File: config.mk
export PLATFORM = sky130hd
export DESIGN_NAME = rmw_sequencer
export DESIGN_NICKNAME = d
export VERILOG_FILES = /design/src/rtl/rmw_sequencer.sv
export SDC_FILE = /design/constraint.sdc
export NUM_CORES = 1
export LEC_CHECK = 0
export ABC_AREA = 1
export CORE_UTILIZATION = 43
export CTS_CLUSTER_SIZE = 8
export DETAILED_ROUTE_END_ITERATION = 8
export PLACE_DENSITY = 0.77
export SYNTH_ARGS = -nofsm -noshare
export SYNTH_HDL_FRONTEND = slang
export SYNTH_SLANG_ARGS = --single-unit
File: constraint.sdc
create_clock -name CLK -period 2.65 [get_ports CLK]
set_input_delay 0.795 -clock CLK [delete_from_list [all_inputs] [get_ports CLK]]
set_output_delay 0.795 -clock CLK [all_outputs]
set_load 0.05 [all_outputs]
File: src/rtl/rmw_sequencer.sv
// -----------------------------------------------------------------------------
// rmw_sequencer
//   Sequences 65C816 read-modify-write memory instructions around an external
//   combinational ALU. Reads an 8- or 16-bit operand over a byte-wide request/
//   acknowledge bus, holds the ALU controls stable for the modify cycle,
//   captures result and N/Z/C, writes the result back high byte first, then
//   pulses done/flags_we for one cycle.
//
// Ports
//   CLK, RST                 clock, synchronous active-high reset
//   start                    launch request, sampled only when idle
//   fst_op, sec_op, fc, w16  ALU controls / operand width, latched at start
//   emul, wrap16, addr, acc  mode, address wrap, operand address, accumulator
//   mem_*                    byte-wide bus (req/we/addr/wdata out, rdata/ack in)
//   alu_l, alu_r, alu_*      ALU operands and latched controls
//   alu_res, alu_co/zo/so    ALU result and flags
//   busy, done, flags_we     status; done and flags_we are one-cycle pulses
//   n_out, z_out, c_out      captured flags
//   res_out                  captured result (high byte 0 for 8-bit ops)
// -----------------------------------------------------------------------------
module rmw_sequencer #(
  parameter int ADDR_W    = 24,
  parameter bit EMU_DUMMY = 1'b1
) (
  input  logic              CLK,
  input  logic              RST,
  input  logic              start,
  input  logic [2:0]        fst_op,
  input  logic [2:0]        sec_op,
  input  logic              fc,
  input  logic              w16,
  input  logic              emul,
  input  logic              wrap16,
  input  logic [ADDR_W-1:0] addr,
  input  logic [15:0]       acc,
  output logic              mem_req,
  output logic              mem_we,
  output logic [ADDR_W-1:0] mem_addr,
  output logic [7:0]        mem_wdata,
  input  logic [7:0]        mem_rdata,
  input  logic              mem_ack,
  output logic [15:0]       alu_l,
  output logic [15:0]       alu_r,
  output logic [2:0]        alu_fst_op,
  output logic [2:0]        alu_sec_op,
  output logic              alu_fc,
  output logic              alu_w16,
  input  logic [15:0]       alu_res,
  input  logic              alu_co,
  input  logic              alu_zo,
  input  logic              alu_so,
  output logic              busy,
  output logic              done,
  output logic              flags_we,
  output logic              n_out,
  output logic              z_out,
  output logic              c_out,
  output logic [15:0]       res_out
);

  typedef enum logic [2:0] {
    S_IDLE, S_RD_LO, S_RD_HI, S_MODIFY, S_WR_HI, S_WR_LO, S_DONE
  } state_t;

  state_t              state_q, state_d;
  logic [2:0]          fst_q, fst_d, sec_q, sec_d;
  logic                fc_q, fc_d, w16_q, w16_d, emul_q, emul_d, wrap_q, wrap_d;
  logic [ADDR_W-1:0]   addr_q, addr_d;
  logic [15:0]         acc_q, acc_d, res_q, res_d;
  logic [7:0]          lo_q, lo_d, hi_q, hi_d;
  logic                n_q, n_d, z_q, z_d, c_q, c_d;
  logic                req_q, req_d, we_q, we_d, done_q, done_d;
  logic [ADDR_W-1:0]   maddr_q, maddr_d;
  logic [7:0]          wdata_q, wdata_d;

  // High-byte address: either a full-width increment or one confined to the
  // low 16 bits (bank wrap).
  function automatic logic [ADDR_W-1:0] hi_addr(input logic [ADDR_W-1:0] a,
                                                input logic wrap);
    logic [ADDR_W-1:0] r;
    if (wrap) begin
      r       = a;
      r[15:0] = a[15:0] + 16'd1;
    end else begin
      r = a + ADDR_W'(1);
    end
    return r;
  endfunction

  always_comb begin
    // NOTE: every variable gets a default here so no path leaves it unassigned
    // and no latch is inferred.
    state_d = state_q;
    fst_d   = fst_q;   sec_d  = sec_q;  fc_d   = fc_q;
    w16_d   = w16_q;   emul_d = emul_q; wrap_d = wrap_q;
    addr_d  = addr_q;  acc_d  = acc_q;
    lo_d    = lo_q;    hi_d   = hi_q;   res_d  = res_q;
    n_d     = n_q;     z_d    = z_q;    c_d    = c_q;

    case (state_q)
      S_IDLE: if (start) begin
        fst_d  = fst_op; sec_d  = sec_op; fc_d   = fc;
        w16_d  = w16;    emul_d = emul;   wrap_d = wrap16;
        addr_d = addr;   acc_d  = acc;
        lo_d   = 8'h00;  hi_d   = 8'h00;  // hi stays 0 for 8-bit operands
        state_d = S_RD_LO;
      end
      S_RD_LO: if (mem_ack) begin
        lo_d    = mem_rdata;
        state_d = w16_q ? S_RD_HI : S_MODIFY;
      end
      S_RD_HI: if (mem_ack) begin
        hi_d    = mem_rdata;
        state_d = S_MODIFY;
      end
      S_MODIFY: begin
        // ALU inputs come from registers, so capturing every modify cycle is
        // harmless while a dummy write is stalled.
        res_d = w16_q ? alu_res : {8'h00, alu_res[7:0]};
        n_d   = alu_so;
        z_d   = alu_zo;
        c_d   = alu_co;
        // Without the dummy write mem_req is low here, so ack is ignored.
        if (!(EMU_DUMMY && emul_q) || mem_ack)
          state_d = w16_q ? S_WR_HI : S_WR_LO;
      end
      S_WR_HI: if (mem_ack) state_d = S_WR_LO;
      S_WR_LO: if (mem_ack) state_d = S_DONE;
      S_DONE:  state_d = S_IDLE;
      default: state_d = S_IDLE;
    endcase

    // Bus outputs are registered: decode them from the state being entered so
    // they are valid in the first cycle of that state and stable until ack.
    req_d   = 1'b0;
    we_d    = 1'b0;
    maddr_d = maddr_q;
    wdata_d = wdata_q;
    case (state_d)
      S_RD_LO: begin req_d = 1'b1; maddr_d = addr_d; end
      S_RD_HI: begin req_d = 1'b1; maddr_d = hi_addr(addr_d, wrap_d); end
      S_MODIFY: if (EMU_DUMMY && emul_d) begin
        req_d = 1'b1; we_d = 1'b1; maddr_d = addr_d; wdata_d = lo_d;
      end
      S_WR_HI: begin
        req_d = 1'b1; we_d = 1'b1;
        maddr_d = hi_addr(addr_d, wrap_d); wdata_d = res_d[15:8];
      end
      S_WR_LO: begin
        req_d = 1'b1; we_d = 1'b1; maddr_d = addr_d; wdata_d = res_d[7:0];
      end
      default: ;
    endcase
    done_d = (state_d == S_DONE);
  end

  // NOTE: state registers use non-blocking assignments so every register sees
  // the pre-edge values of the others.
  always_ff @(posedge CLK) begin
    if (RST) begin
      state_q <= S_IDLE;
      fst_q <= 3'd0;  sec_q  <= 3'd0; fc_q   <= 1'b0;
      w16_q <= 1'b0;  emul_q <= 1'b0; wrap_q <= 1'b0;
      addr_q <= '0;   acc_q  <= 16'h0;
      lo_q  <= 8'h00; hi_q   <= 8'h00; res_q <= 16'h0;
      n_q   <= 1'b0;  z_q    <= 1'b0;  c_q   <= 1'b0;
      req_q <= 1'b0;  we_q   <= 1'b0;  done_q <= 1'b0;
      maddr_q <= '0;  wdata_q <= 8'h00;
    end else begin
      state_q <= state_d;
      fst_q <= fst_d;  sec_q  <= sec_d;  fc_q   <= fc_d;
      w16_q <= w16_d;  emul_q <= emul_d; wrap_q <= wrap_d;
      addr_q <= addr_d; acc_q <= acc_d;
      lo_q  <= lo_d;   hi_q   <= hi_d;   res_q <= res_d;
      n_q   <= n_d;    z_q    <= z_d;    c_q   <= c_d;
      req_q <= req_d;  we_q   <= we_d;   done_q <= done_d;
      maddr_q <= maddr_d; wdata_q <= wdata_d;
    end
  end

  assign mem_req    = req_q;
  assign mem_we     = we_q;
  assign mem_addr   = maddr_q;
  assign mem_wdata  = wdata_q;
  assign alu_l      = acc_q;
  assign alu_r      = {hi_q, lo_q};
  assign alu_fst_op = fst_q;
  assign alu_sec_op = sec_q;
  assign alu_fc     = fc_q;
  assign alu_w16    = w16_q;
  assign busy       = (state_q != S_IDLE);
  assign done       = done_q;
  assign flags_we   = done_q;
  assign n_out      = n_q;
  assign z_out      = z_q;
  assign c_out      = c_q;
  assign res_out    = res_q;

endmodule
==> results.json, run 1 <==
{
  "outcome": "complete, no violations",
  "clk-insertion-delay-late_ns": 0.43,
  "p_leak_nw": 3.92,
  "dp_hpwl_um": 12800,
  "ys_types": 38,
  "synthFlopType": "dfxtp_1",
  "ys_seq_elements": 123,
  "worst_pin_slew_ns": 0.744,
  "combPwrFrac_pct": 38.3,
  "drv_cap": 0,
  "drc": 0,
  "syn-num-nets": 938,
  "port_buffers": 176,
  "routed_wl_um": 18000,
  "critPathRequiredTime_ns": 3.00,
  "p_sw_share_pct": 36.5,
  "overflow": 0,
  "hold_path_class": "register to register",
  "antenna_left": 0,
  "core_area_um2": 13300,
  "fmax_ghz": 0.404,
  "die_w_um": 119,
  "h-tree-depth": 4,
  "rsz0062_at_grt": "no",
  "viasPerCell": 4.91,
  "maxSlewHeadroom_pct": 50.4,
  "avgSynthCellArea_um2": 6.89,
  "cts_tree": "done",
  "grt_pass1_vias": 6041,
  "dr.pass1.iters": 6,
  "nNetsFinal": 1189,
  "clock-sinks": 123,
  "area_growth_syn_to_layout_pct": 53.3,
  "drtIter0Drc": 360,
  "clock_power_share_pct": 31.5,
  "drive_gt1_share_pct": 15.4,
  "fin_worst_skew_ns": 0.00920,
  "diodes": 0,
  "total_power_mw": 7.38,
  "die_h_um": 119,
  "ys_warn_count": 0,
  "place_area_um2": 8370,
  "synth_edf_count": 0,
  "crit_path_end_kind": "register",
  "syn_inst": 856,
  "min_period_ns": 2.47,
  "clk_pin_slew_ns": 0.05,
  "worst-path-max-fanout": 26,
  "irDropWorstVdd_v": 0.000483,
  "cts_hold_buf": 0,
  "critPathLaunchType": "input pin",
  "setup_viol": 0,
  "finalCritPeriodShare_pct": 93.4,
  "via_count": 6364,
  "grt_pass1_wl_um": 28700,
  "cts_root_buf": "clkbuf_16",
  "powerDensity_nw_per_um2": 816,
  "netSwitchingPower_mw": 2.69,
  "internal-power_mw": 4.69,
  "synthArstFlopShare_pct": 0,
  "routabilityCongestion": 0.916,
  "wl_per_cell_um": 13.9,
  "stdcell_area_um2": 9040,
  "grt_start_max_net_pins": 100,
  "std_cell_rows": 42,
  "top_level_ports": 177,
  "critPathKind": "input pin to register",
  "dieArea_um2": 14200,
  "hold_viol": 0,
  "grt_use_total_pct": 25.8,
  "cts.path.max_buffers": 2,
  "p_seq_share_pct": 30.2,
  "ys_seq_area_share_pct": 41.8,
  "syn-cell-area_um2": 5890,
  "antenna_found_initial": 0,
  "crit_arrival_ns": 2.82,
  "tns_ns": 0,
  "numCtsBuffers": 17,
  "drv_slew": 0,
  "initial_core_util_pct": 44.3
}
==> layer usage <==
metal | vias to the layer above | wire (µm) | part of all wire, % | global-route usage (%)
li1 | 3239 | - | - | -
met1 | 2884 | 7880 | 44 | 30.9
met2 | 208 | 8450 | 47 | 42.5
met3 | 33 | 1250 | 6.9 | 8.43
met4 | 0 | 375 | 2.1 | 10.4
met5 | - | 0 | 0 | 0
==> through the flow <==
stage,util [%],setup slack (ns),instances,hold slack (ns)
after global placement,62.9,-0.402,1257,0.448
after global routing,68.0,0.0234,1295,0.473
after floorplan,-,0.106,856,0.451
after CTS,67.3,0.0281,1288,0.459
after detailed placement,62.9,-0.448,1257,0.453
final,68.0,0.175,1295,0.455
==> synthesized netlist by cell type (all sizes together), types with 3 or more instances <==
library cell  instances  area, µm²
a211oi                8       60.1
a21oi                53        265
buf                  17        128
clkbuf               21       78.8
clkinv                3       11.3
dfxtp               123       2460
inv                  99        372
mux2i                 8       80.1
nand2               226        856
nand3                62        350
nand4                16        106
nor2                131        552
nor3                  3       31.3
o21ai                58        320
o31ai                 8       60.1
xor2                  8       70.1
==> flip-flops by register name, summed over array words and instances (netlist names), 3 cells and up <==
signal	cells
state_q	3
mem_wdata	8
alu_sec_op	3
hi_q	8
mem_addr	24
alu_fst_op	3
alu_l	16
res_out	16
addr_q	24
lo_q	8
==> worst max-delay path, cell delays in order <==
cell and delay [ns]:
clkdlybuf4s50_1 0.52, inv_2 0.06, nand2_1 0.10, nand2_1 0.06, nand2_1 0.07, nand2_1 0.08
nor2_4 0.12, nand4_1 0.16, nand2_4 0.18, inv_2 0.10, nand3_4 0.10, buf_12 0.17
o21ai_0 0.12, a21oi_1 0.17
==> layout by cell type (no fill, tap or decap), types with 5 or more instances in the layout <==
cell,n
o21ai_0,37
clkdlybuf4s50_1,172
o31ai_1,8
a211oi_1,8
inv_2,9
clkbuf_1,5
nand3_1,57
xor2_1,8
o21ai_1,13
buf_4,92
nor2_4,6
nand4_1,15
mux2i_1,8
dfxtp_1,123
nor2_1,111
nand2_1,222
clkbuf_16,17
inv_1,90
nor2_2,14
o21ai_2,8
a21oi_1,53
==> what timing repair did <==
action                                  in CTS  in global routing
gates cloned                                 0                  1
pin swaps                                    1                  4
buffers inserted                             0                  6
resized for setup                            0                 10
endpoints found under the setup margin       1                 32
==> worst paths after layout <==
| check | from | to | slack (ns) | cells after the start |
|---|---|---|---|---|
| worst max register to register | state_q[1] | mem_addr[18] | 0.36 | 14 |
| worst max-delay path | mem_ack | mem_addr[23] | 0.18 | 14 |
| worst min register to register | hi_q[6] | hi_q[6] | 0.46 | 2 |
| worst min-delay path | hi_q[6] | hi_q[6] | 0.46 | 2 |
==> cell type report <==
| class | instances | area (µm²) |
|---|---|---|
| Clock buffer | 24 | 472 |
| Tap cell | 176 | 220 |
| Inverter | 102 | 383 |
| Clock inverter | 7 | 115 |
| Multi-Input combinational cell | 594 | 2880 |
| Sequential cell | 123 | 2460 |
| Timing Repair Buffer | 269 | 2500 |
| Fill cell | 1146 | 4260 |
==> logic make-up after synthesis <==
group,Yosys count,synth area share [%]
simple gates,443,32.7
xor+xnor,9,1.34
buf+inv,140,10.0
flops,123,41.8
compound gates,132,12.6
mux,8,1.36
fa+ha+maj,1,0.212
==> power by group through the flow <==
stage	Combinational, mW	Sequential, mW	Clock [mW]
2_1_floorplan	1.03	2.89	0
3_3_place_gp	2.75	2.27	0
3_5_place_dp	2.77	2.27	0
4_1_cts	2.79	2.23	2.36
5_1_grt	3.03	2.25	2.43
6_report	2.82	2.23	2.32
(Power assumes the default switching activity.)
==> inputs of run 2 (changes only) <==
--- a/config.mk
+++ b/config.mk
@@ -10,6 +10,7 @@
 export CTS_CLUSTER_SIZE = 8
 export DETAILED_ROUTE_END_ITERATION = 8
 export PLACE_DENSITY = 0.77
+export SLEW_MARGIN = 20
 export SYNTH_ARGS = -nofsm -noshare
 export SYNTH_HDL_FRONTEND = slang
 export SYNTH_SLANG_ARGS = --single-unit
==> results of run 2 <==
Same layout as run 1: the final DEF is identical, and so are final timing and power.
